===== src/rtl/atu_status_monitor_if.sv =====
// Port bundle between the ATU status monitor and its users (sequencer side and host readback).
// The slave modport is the monitor; master is whoever drives the raw line, tune_start and ack.
interface atu_status_monitor_if;
  logic        atu_status_raw;
  logic        tune_start;
  logic        result_ack;
  logic        atu_status;
  logic        status_rise;
  logic        status_fall;
  logic [15:0] busy_ms;
  logic [1:0]  result;
  logic        result_valid;
  logic [1:0]  dbg_state;
  logic [7:0]  dbg_dc;

  modport slave (
    input  atu_status_raw, tune_start, result_ack,
    output atu_status, status_rise, status_fall, busy_ms, result, result_valid,
           dbg_state, dbg_dc
  );

  modport master (
    output atu_status_raw, tune_start, result_ack,
    input  atu_status, status_rise, status_fall, busy_ms, result, result_valid,
           dbg_state, dbg_dc
  );
endinterface


===== src/rtl/atu_status_monitor.sv =====
// Synchronises and debounces the AH-4 status line, then times each tune cycle
// and latches a result code plus busy duration for host readback.
module atu_status_monitor #(
    parameter int PS_DIV     = 2500,
    parameter int DEB_MS     = 5,
    parameter int ARM_MS     = 1000,
    parameter int TIMEOUT_MS = 9000
) (
    input logic                 clk,
    input logic                 rst_n,
    atu_status_monitor_if.slave bus
);
    localparam int PS_W = (PS_DIV > 1) ? $clog2(PS_DIV) : 1;
    localparam logic [PS_W-1:0] PS_RELOAD   = PS_W'(PS_DIV - 1);
    localparam logic [7:0]      DEB_LAST    = 8'(DEB_MS - 1);
    localparam logic [15:0]     ARM_LAST    = 16'(ARM_MS - 1);
    localparam logic [15:0]     TO_LAST     = 16'(TIMEOUT_MS - 1);
    localparam logic [15:0]     TO_BUSY     = 16'(TIMEOUT_MS);

    typedef enum logic [1:0] {IDLE = 2'd0, ARMED = 2'd1, BUSY = 2'd2, DONE = 2'd3} state_t;

    logic [PS_W-1:0] ps;
    logic            tick;
    logic            sync1, s;
    logic [7:0]      dc;
    logic            atu_q, rise_q, fall_q;
    logic            ts_d, ts_edge;
    state_t          state;
    logic [15:0]     msc;
    logic [15:0]     busy_q;
    logic [1:0]      result_q;
    logic            valid_q;

    assign tick    = (ps == '0);
    assign ts_edge = bus.tune_start & ~ts_d;

    always_ff @(posedge clk) begin
        if (!rst_n) begin
            ps   <= '0;
            ts_d <= 1'b0;
        end else begin
            ps   <= tick ? PS_RELOAD : ps - 1'b1;
            ts_d <= bus.tune_start;
        end
    end

    // Edge pulses are registered with atu_status so they mark its first clk at the new level.
    always_ff @(posedge clk) begin
        if (!rst_n) begin
            sync1  <= 1'b0;
            s      <= 1'b0;
            dc     <= '0;
            atu_q  <= 1'b0;
            rise_q <= 1'b0;
            fall_q <= 1'b0;
        end else begin
            sync1  <= bus.atu_status_raw;
            s      <= sync1;
            rise_q <= 1'b0;
            fall_q <= 1'b0;
            if (tick) begin
                if (s == atu_q) begin
                    dc <= '0;
                end else if (dc == DEB_LAST) begin
                    atu_q  <= s;
                    dc     <= '0;
                    rise_q <= s;
                    fall_q <= ~s;
                end else begin
                    dc <= dc + 8'd1;
                end
            end
        end
    end

    // result_valid rises with entry to DONE and holds until result_ack is seen in DONE;
    // a new tune_start edge withdraws it at once, overriding a same-clk ack.
    always_ff @(posedge clk) begin
        if (!rst_n) begin
            state    <= IDLE;
            msc      <= '0;
            busy_q   <= '0;
            result_q <= 2'b00;
            valid_q  <= 1'b0;
        end else if (ts_edge) begin
            state    <= ARMED;
            msc      <= '0;
            result_q <= 2'b00;
            valid_q  <= 1'b0;
        end else begin
            case (state)
                IDLE: ;
                ARMED: begin
                    if (rise_q) begin
                        state <= BUSY;
                        msc   <= '0;
                    end else if (tick) begin
                        if (msc == ARM_LAST) begin
                            state    <= DONE;
                            result_q <= 2'b11;
                            busy_q   <= '0;
                            valid_q  <= 1'b1;
                        end else begin
                            msc <= msc + 16'd1;
                        end
                    end
                end
                BUSY: begin
                    if (fall_q) begin
                        state    <= DONE;
                        result_q <= 2'b01;
                        busy_q   <= msc;
                        valid_q  <= 1'b1;
                    end else if (tick) begin
                        if (msc == TO_LAST) begin
                            state    <= DONE;
                            result_q <= 2'b10;
                            busy_q   <= TO_BUSY;
                            valid_q  <= 1'b1;
                        end else if (msc != 16'hFFFF) begin
                            msc <= msc + 16'd1;
                        end
                    end
                end
                DONE: begin
                    if (bus.result_ack) begin
                        state   <= IDLE;
                        valid_q <= 1'b0;
                    end
                end
                default: state <= IDLE;
            endcase
        end
    end

    assign bus.atu_status   = atu_q;
    assign bus.status_rise  = rise_q;
    assign bus.status_fall  = fall_q;
    assign bus.busy_ms      = busy_q;
    assign bus.result       = result_q;
    assign bus.result_valid = valid_q;
    assign bus.dbg_state    = state;
    assign bus.dbg_dc       = dc;
endmodule


===== src/flat_wrapper.sv =====
// flat-port wrapper written by rule: the top's interface ports become plain ports
module atu_status_monitor_flat 
#(
    parameter int PS_DIV     = 2500,
    parameter int DEB_MS     = 5,
    parameter int ARM_MS     = 1000,
    parameter int TIMEOUT_MS = 9000
)
  (clk, rst_n, bus_atu_status_raw, bus_tune_start, bus_result_ack, bus_atu_status, bus_status_rise, bus_status_fall, bus_busy_ms, bus_result, bus_result_valid, bus_dbg_state, bus_dbg_dc);
  atu_status_monitor_if bus_i ();
  input logic clk;
  input logic rst_n;
  input wire logic [$bits(bus_i.atu_status_raw)-1:0] bus_atu_status_raw;
  input wire logic [$bits(bus_i.tune_start)-1:0] bus_tune_start;
  input wire logic [$bits(bus_i.result_ack)-1:0] bus_result_ack;
  output wire logic [$bits(bus_i.atu_status)-1:0] bus_atu_status;
  output wire logic [$bits(bus_i.status_rise)-1:0] bus_status_rise;
  output wire logic [$bits(bus_i.status_fall)-1:0] bus_status_fall;
  output wire logic [$bits(bus_i.busy_ms)-1:0] bus_busy_ms;
  output wire logic [$bits(bus_i.result)-1:0] bus_result;
  output wire logic [$bits(bus_i.result_valid)-1:0] bus_result_valid;
  output wire logic [$bits(bus_i.dbg_state)-1:0] bus_dbg_state;
  output wire logic [$bits(bus_i.dbg_dc)-1:0] bus_dbg_dc;
  assign bus_i.atu_status_raw = bus_atu_status_raw;
  assign bus_i.tune_start = bus_tune_start;
  assign bus_i.result_ack = bus_result_ack;
  assign bus_atu_status = bus_i.atu_status;
  assign bus_status_rise = bus_i.status_rise;
  assign bus_status_fall = bus_i.status_fall;
  assign bus_busy_ms = bus_i.busy_ms;
  assign bus_result = bus_i.result;
  assign bus_result_valid = bus_i.result_valid;
  assign bus_dbg_state = bus_i.dbg_state;
  assign bus_dbg_dc = bus_i.dbg_dc;
  atu_status_monitor #(.PS_DIV(PS_DIV), .DEB_MS(DEB_MS), .ARM_MS(ARM_MS), .TIMEOUT_MS(TIMEOUT_MS)) u_core (.clk(clk), .rst_n(rst_n), .bus(bus_i));
endmodule

===== config.mk =====
export PLATFORM = sky130hd
export DESIGN_NAME = atu_status_monitor_flat
export DESIGN_NICKNAME = d
export VERILOG_FILES = /design/src/rtl/atu_status_monitor_if.sv /design/src/rtl/atu_status_monitor.sv /design/src/flat_wrapper.sv
export SDC_FILE = /design/constraint.sdc
export NUM_CORES = 1
export LEC_CHECK = 0
export ABC_AREA = 1
export CAP_MARGIN = 10
export CORE_MARGIN = 5
export CORE_UTILIZATION = 35
export CTS_BUF_LIST = sky130_fd_sc_hd__clkbuf_16
export DETAILED_ROUTE_END_ITERATION = 12
export SLEW_MARGIN = 10
export SYNTH_ARGS = -nofsm -noshare
export SYNTH_HDL_FRONTEND = slang
export SYNTH_SLANG_ARGS = --single-unit

===== constraint.sdc =====
create_clock -name clk -period 1.8 [get_ports clk]
set_input_delay 0.36 -clock clk [delete_from_list [all_inputs] [get_ports clk]]
set_output_delay 0.36 -clock clk [all_outputs]
set_load 0.01 [all_outputs]

; Word-level counts from Yosys, hierarchy flattened
; Index checks and enable logic that the tools add are counted.
[word_totals]
inputBits = 5
out_inout_bits = 32
reg_bits = 63
[classes]
muxes = 40
bitwise = 8
reduce_logical = 14
add_sub_neg = 3
n_eq_ne = 26
[ops]
columns = cell, count
row1 = 2-to-1 mux 16 bit, 13
row2 = case mux 16 bit (2 select lines), 2
row3 = 2-to-1 mux 2 bit, 11
row4 = AND reduction 7 bit, 3
row5 = AND reduction 6 bit, 3
row6 = "adder 16 x 1 -> 16 bit, second input constant", 1
row7 = "equality test 16 x 10 -> 1 bit, second input constant", 1
row8 = "equality test 16 x 14 -> 1 bit, second input constant", 1
row9 = 2-to-1 mux 8 bit, 2
row10 = "inequality test 16 bit, second input constant", 1
row11 = "inequality test 4 x 1 -> 1 bit, second input constant", 4
row12 = zero test 12 bit, 1
row13 = 2-to-1 mux 12 bit, 1
row14 = "inequality test 3 x 1 -> 1 bit, second input constant", 4
row15 = "subtractor 12 x 1 -> 12 bit, second input constant", 1
row16 = "adder 8 x 1 -> 8 bit, second input constant", 1
row17 = "equality test 8 x 3 -> 1 bit, second input constant", 1
row18 = 2-to-1 mux 1 bit, 8
row19 = "inequality test 2 x 1 -> 1 bit, second input constant", 4
row20 = "inequality test 2 bit, second input constant", 4
row21 = NOT 1 bit, 7
row22 = "inequality test 3 x 2 -> 1 bit, second input constant", 2
row23 = case mux 2 bit (3 select lines), 1
row24 = "equality test 2 bit, second input constant", 2
row25 = other kinds (11), 12

; Depth between registers and ports, before layout
; Gate-level depths: netlist (run 1).
[logic_depth]
word_depth = 6
mapped_depth = 14

; Worst setup path before layout (run 1)
; OpenSTA, ideal clock, no wires.
[synth_path]
kind = reg2reg
from = register u_core.msc[1]
to = register u_core.busy_q[0] (netlist: u_core.bus.busy_ms[0])
t_arrival_ns = 1.640
stages_incl_launch_ff = 14
setup_ns = 0.128
setup_slack_ns = 0.033
synth_period_minus_slack_ns = 1.767
required_time_ns = 1.672
path_cell_list = dfxtp_1 -> ha_1 -> nand2_4 -> nor2_8 -> nand3_2 -> nor2_2 -> nand2_1 -> nand2_2 -> nand2_2 -> nor2_4 -> buf_6 -> nand2_1 -> nand2_1 -> nor2_1
[synth_via]
elab_chain_cells = 3
elab_cells_between_ends = 5
cone_classes = 4 x eq/ne / 1 x reduce/logical
[synth_rtl]
columns = item, line
row1 = "start, declared", atu_status_monitor.sv:29  ; logic [15:0] msc;
row2 = "start signal, assigned", atu_status_monitor.sv:104  ; msc <= msc + 16'd1;
row3 = "start signal, assigned", atu_status_monitor.sv:121  ; msc <= msc + 16'd1;
row4 = equality test 16 x 14 -> 1 bit or equality test 16 x 10 -> 1 bit (tied branches), "atu_status_monitor.sv:115, atu_status_monitor.sv:98"
row5 = inequality test 3 x 1 -> 1 bit (no line) or inequality test 2 x 1 -> 1 bit (tied branches), n/a
row6 = AND reduction 7 bit (no line) *, n/a
row7 = "end signal, assigned", atu_status_monitor.sv:112  ; busy_q <= msc;
row8 = "end, declared", atu_status_monitor.sv:30  ; logic [15:0] busy_q;
; Every way passes the cells marked *; elsewhere a longest branch is shown, timed or not.
; A chain may end at the register's enable or synchronous reset.

; Final worst setup path (run 1)
[layout_path]
from = register u_core.ps[1]
to = register u_core.busy_q[11] (netlist: u_core.bus.busy_ms[11])
[layout_via]
elab_chain_cells = 3
elab_cells_between_ends = 4
cone_classes = 2 x eq/ne / 2 x reduce/logical
[layout_rtl]
columns = item, line
row1 = "start, declared", atu_status_monitor.sv:22  ; logic [PS_W-1:0] ps;
row2 = "start signal, assigned", atu_status_monitor.sv:42  ; ps <= tick ? PS_RELOAD : ps - 1'b1;
row3 = zero test 12 bit *, atu_status_monitor.sv:34  ; assign tick = (ps == '0);
row4 = inequality test 3 x 1 -> 1 bit (no line) or inequality test 2 x 1 -> 1 bit (tied branches), n/a
row5 = AND reduction 7 bit (no line) *, n/a
; Marks and branches as above.

==> out/metrics.csv, run 1 <==
stage;metric;value;unit
timing;setup_tns;0;ps
timing;worstMarginPinSlew;422;ps
route;dr.first_iter.drc_count;335;
critical_path;worst-endpoint-arrival;2020;ps
timing;timing.final.crit_share;1.00;
route;detail_route.wirelength;10.8;mm
critical_path;path_max_fanout;5;
floorplanning;core-area;0.0104;sq mm
clock_network;cts.sinks;63;
synth;seq_area_frac_synth;0.336;
power;cellLeakagePower;2.24;nW
timing;worst_case_clock_skew;8.03;ps
synth;synth_cell_type_count;40;
run_status;status;finished clean;
timing;finalCriticalPeriod;1800;ps
critical_path;cp-end-kind;flop;
synth;post_synth_inst_count;587;
clock_network;clock_insertion_delay_worst_skew;330;ps
power;powerDensity;1480;mW/mm^2
synth;synthesis.yosys.warnings;0;
synth;synthesis.area_per_instance;6.40;sq um
synth;postSynthNetCount;601;
synth;synth_ff_type;sky130_fd_sc_hd__dfxtp_1;
placed_design;hpwl_after_dpl;7.68;mm
floorplanning;initial_core_util;0.360;
critical_path;worst_ep_required_time;2020;ps
final_layout;flow.area_growth_from_synthesis;36.9;%
global_route;antenna_found_initial;0;
clock_network;cts.hold.buffers_added;0;
global_route;grt.overflow.total;0;
synth;ys_seq_elements;63;
final_layout;final_net_count;689;
clock_network;cts_htree_levels;3;
placed_design;port_bufs;36;
final_layout;post_route_cells_drive_above_1_share;0.226;
timing;max_slew_margin;0.717;
route;postRouteAntennaNets;0;
floorplanning;floorplan.die_area;0.0129;sq mm
synth;synth_edf_count;0;
flow_run;max_cap_viol_count;0;
global_route;grt_start_max_net_pins;22;
synth;syn-cell-area;0.00375;sq mm
route;dr_total_vias;3929;
timing;timing_max_transition_violations_final;0;
global_route;vias_in_the_first_global_route;3524;
clock_network;cts_inserted_buffers;9;
final_layout;layout_common_cells;sky130_fd_sc_hd__nand2_1, sky130_fd_sc_hd__nor2_1, sky130_fd_sc_hd__inv_1;
floorplanning;die_h;114;um
min_path;hold_class;flop to flop;
route;post-route-drc-count;0;
power;irDropWorstVdd;635;uV
timing;holdWs;423;ps
floorplanning;floorplan.die.width;114;um
placed_design;pre_cts_slack;-51.3;ps
final_layout;insertedDiodeCount;0;
route;drtPass1Iterations;5;
placed_design;routabilityCongestion;0.904;
clock_network;cts-root-buf;sky130_fd_sc_hd__clkbuf_16;
clock_network;tritoncts;done;
final_layout;layout.cells.most_common;sky130_fd_sc_hd__nand2_1;
synth;ys_async_sr_fraction;0;
global_route;grt.total_usage;0.163;
timing;finalSetupViolations;0;
floorplanning;row_count;37;
timing;hold_viol_final;0;
floorplanning;pin_count;37;
synth;synth_largest_type_area_fraction;0.336;
global_route;grt_first_pass_wirelength;17.1;mm
final_layout;layout.core_utilization;0.493;
route;viasPerCell;4.81;
timing;rsz_0062_raised_after_global_routing;yes;
timing;setup_ws;0.846;ps
synth;netlist_top_cells_area;sky130_fd_sc_hd__dfxtp_1, sky130_fd_sc_hd__nand2_1, sky130_fd_sc_hd__nor2_1, sky130_fd_sc_hd__inv_1, sky130_fd_sc_hd__nand3_1;
clock_network;cts.path.max_buffers;2;
synth;post-synth-top-area-cell;sky130_fd_sc_hd__dfxtp_1;
timing;clock.fmax;556;MHz
critical_path;setup.worst_path.start_class;flop;
clock_network;cts.reportedPaths.clkPinSlew;60;ps
route;routed_wl_per_cell;13.3;um
critical_path;path_class;flop to flop;
area by class of cell:
type	count	area [sq um]
Clock buffer	9	225
Clock inverter	7	72.6
Fill cell	1029	5280
Inverter	78	293
Multi-Input combinational cell	427	2220
Sequential cell	63	1280
Tap cell	136	170
Timing Repair Buffer	96	882
flip-flops by register name, summed over array words and instances, names as in the netlist:
| name | cells |
|---|---|
| u_core.bus.dbg_dc | 8 |
| u_core.bus.busy_ms | 16 |
| u_core.bus.result | 2 |
| u_core.sync1 | 1 |
| u_core.bus.dbg_state | 2 |
| u_core.s | 1 |
| u_core.bus.atu_status | 1 |
| u_core.ts_d | 1 |
| u_core.bus.status_fall | 1 |
| u_core.msc | 16 |
| u_core.ps | 12 |
| u_core.bus.status_rise | 1 |
| u_core.bus.result_valid | 1 |
routing by layer:
layer | track usage | vias to the layer above | wire, um
met3 | 0.0377 | 25 | 606
met1 | 0.223 | 1771 | 5090
met5 | 0 | - | 0
met2 | 0.252 | 131 | 4910
li1 | - | 2002 | -
met4 | 0.0553 | 0 | 233
through the flow:
stage,power (mW),cells,instance area (sq um)
after floorplan,4.21,587,3750
after global placement,5.22,790,4560
after detailed placement,5.29,790,4560
after CTS,7.12,807,4880
after global routing,8.15,816,5140
final,7.61,816,5140
power by group:
part / switching [mW] / leakage, nW / total, mW / internal [mW]
clock: 0.656 / 0.142 / 1.73 / 1.07
combinational: 2.19 / 1.58 / 3.87 / 1.68
sequential: 0.260 / 0.519 / 2.02 / 1.76
total: 3.11 / 2.24 / 7.61 / 4.50
final timing paths:
path / from / end / slack, ps / cells past startpoint
worst max-delay path: u_core.ps[1] / u_core.bus.busy_ms[11] / 0.8 / 14
worst min-delay path: u_core.sync1 / u_core.s / 420 / 2
worst max register to register: u_core.ps[1] / u_core.bus.busy_ms[11] / 0.8 / 14
worst min register to register: u_core.sync1 / u_core.s / 420 / 2
what timing repair did:
action,CTS,global route
pin swaps,1,13
endpoints found under the setup margin,15,40
gates cloned,1,4
gates resized for setup,3,57
buffers inserted,0,5
worst max-delay path, stage by stage, from the launching register on:
cell and delay [ps]:
sky130_fd_sc_hd__dfxtp_2 310, sky130_fd_sc_hd__inv_2 70, sky130_fd_sc_hd__ha_4 140, sky130_fd_sc_hd__nand2_4 60, sky130_fd_sc_hd__inv_2 70, sky130_fd_sc_hd__nand2_4 60
sky130_fd_sc_hd__nor2_4 160, sky130_fd_sc_hd__nand2_2 90, sky130_fd_sc_hd__nand2_4 100, sky130_fd_sc_hd__nand2_4 60, sky130_fd_sc_hd__nor2_4 230, sky130_fd_sc_hd__clkbuf_16 190
sky130_fd_sc_hd__nand2_1 50, sky130_fd_sc_hd__nand2_1 60, sky130_fd_sc_hd__nor2_1 30
cell usage after synthesis, types with 3 or more instances:
cell and instances:
sky130_fd_sc_hd__a21oi_1 31, sky130_fd_sc_hd__buf_2 5, sky130_fd_sc_hd__buf_6 7, sky130_fd_sc_hd__clkbuf_1 5, sky130_fd_sc_hd__dfxtp_1 63, sky130_fd_sc_hd__ha_1 9, sky130_fd_sc_hd__inv_1 75, sky130_fd_sc_hd__nand2_1 152
sky130_fd_sc_hd__nand2_2 10, sky130_fd_sc_hd__nand2_4 3, sky130_fd_sc_hd__nand3_1 33, sky130_fd_sc_hd__nand3_2 4, sky130_fd_sc_hd__nand3b_1 3, sky130_fd_sc_hd__nand4_1 9, sky130_fd_sc_hd__nor2_1 106, sky130_fd_sc_hd__nor2_2 7
sky130_fd_sc_hd__nor2_4 3, sky130_fd_sc_hd__nor3_1 8, sky130_fd_sc_hd__o21ai_0 21, sky130_fd_sc_hd__xor2_1 6
logic make-up (layout without fill, tap and decap cells):
group | count (synthesis) | count (layout) | share of synthesized area
AOI/OAI and AO/OA | 64 | 64 | 0.0920
xor gates and xnor gates | 8 | 8 | 0.0187
adders and majority gates | 9 | 9 | 0.0300
buffers and inverters | 99 | 190 | 0.116
DFF | 63 | 63 | 0.336
and+or+nand+nor | 344 | 346 | 0.407
No activity file was read; power rests on OpenSTA's default activity.
==> inputs of run 2 (changes only) <==
--- a/config.mk
+++ b/config.mk
@@ -6,7 +6,6 @@
 export NUM_CORES = 1
 export LEC_CHECK = 0
 export ABC_AREA = 1
-export CAP_MARGIN = 10
 export CORE_MARGIN = 5
 export CORE_UTILIZATION = 35
 export CTS_BUF_LIST = sky130_fd_sc_hd__clkbuf_16
==> results of run 2 <==
The final DEF is identical to that of run 1; final timing and power are the same.
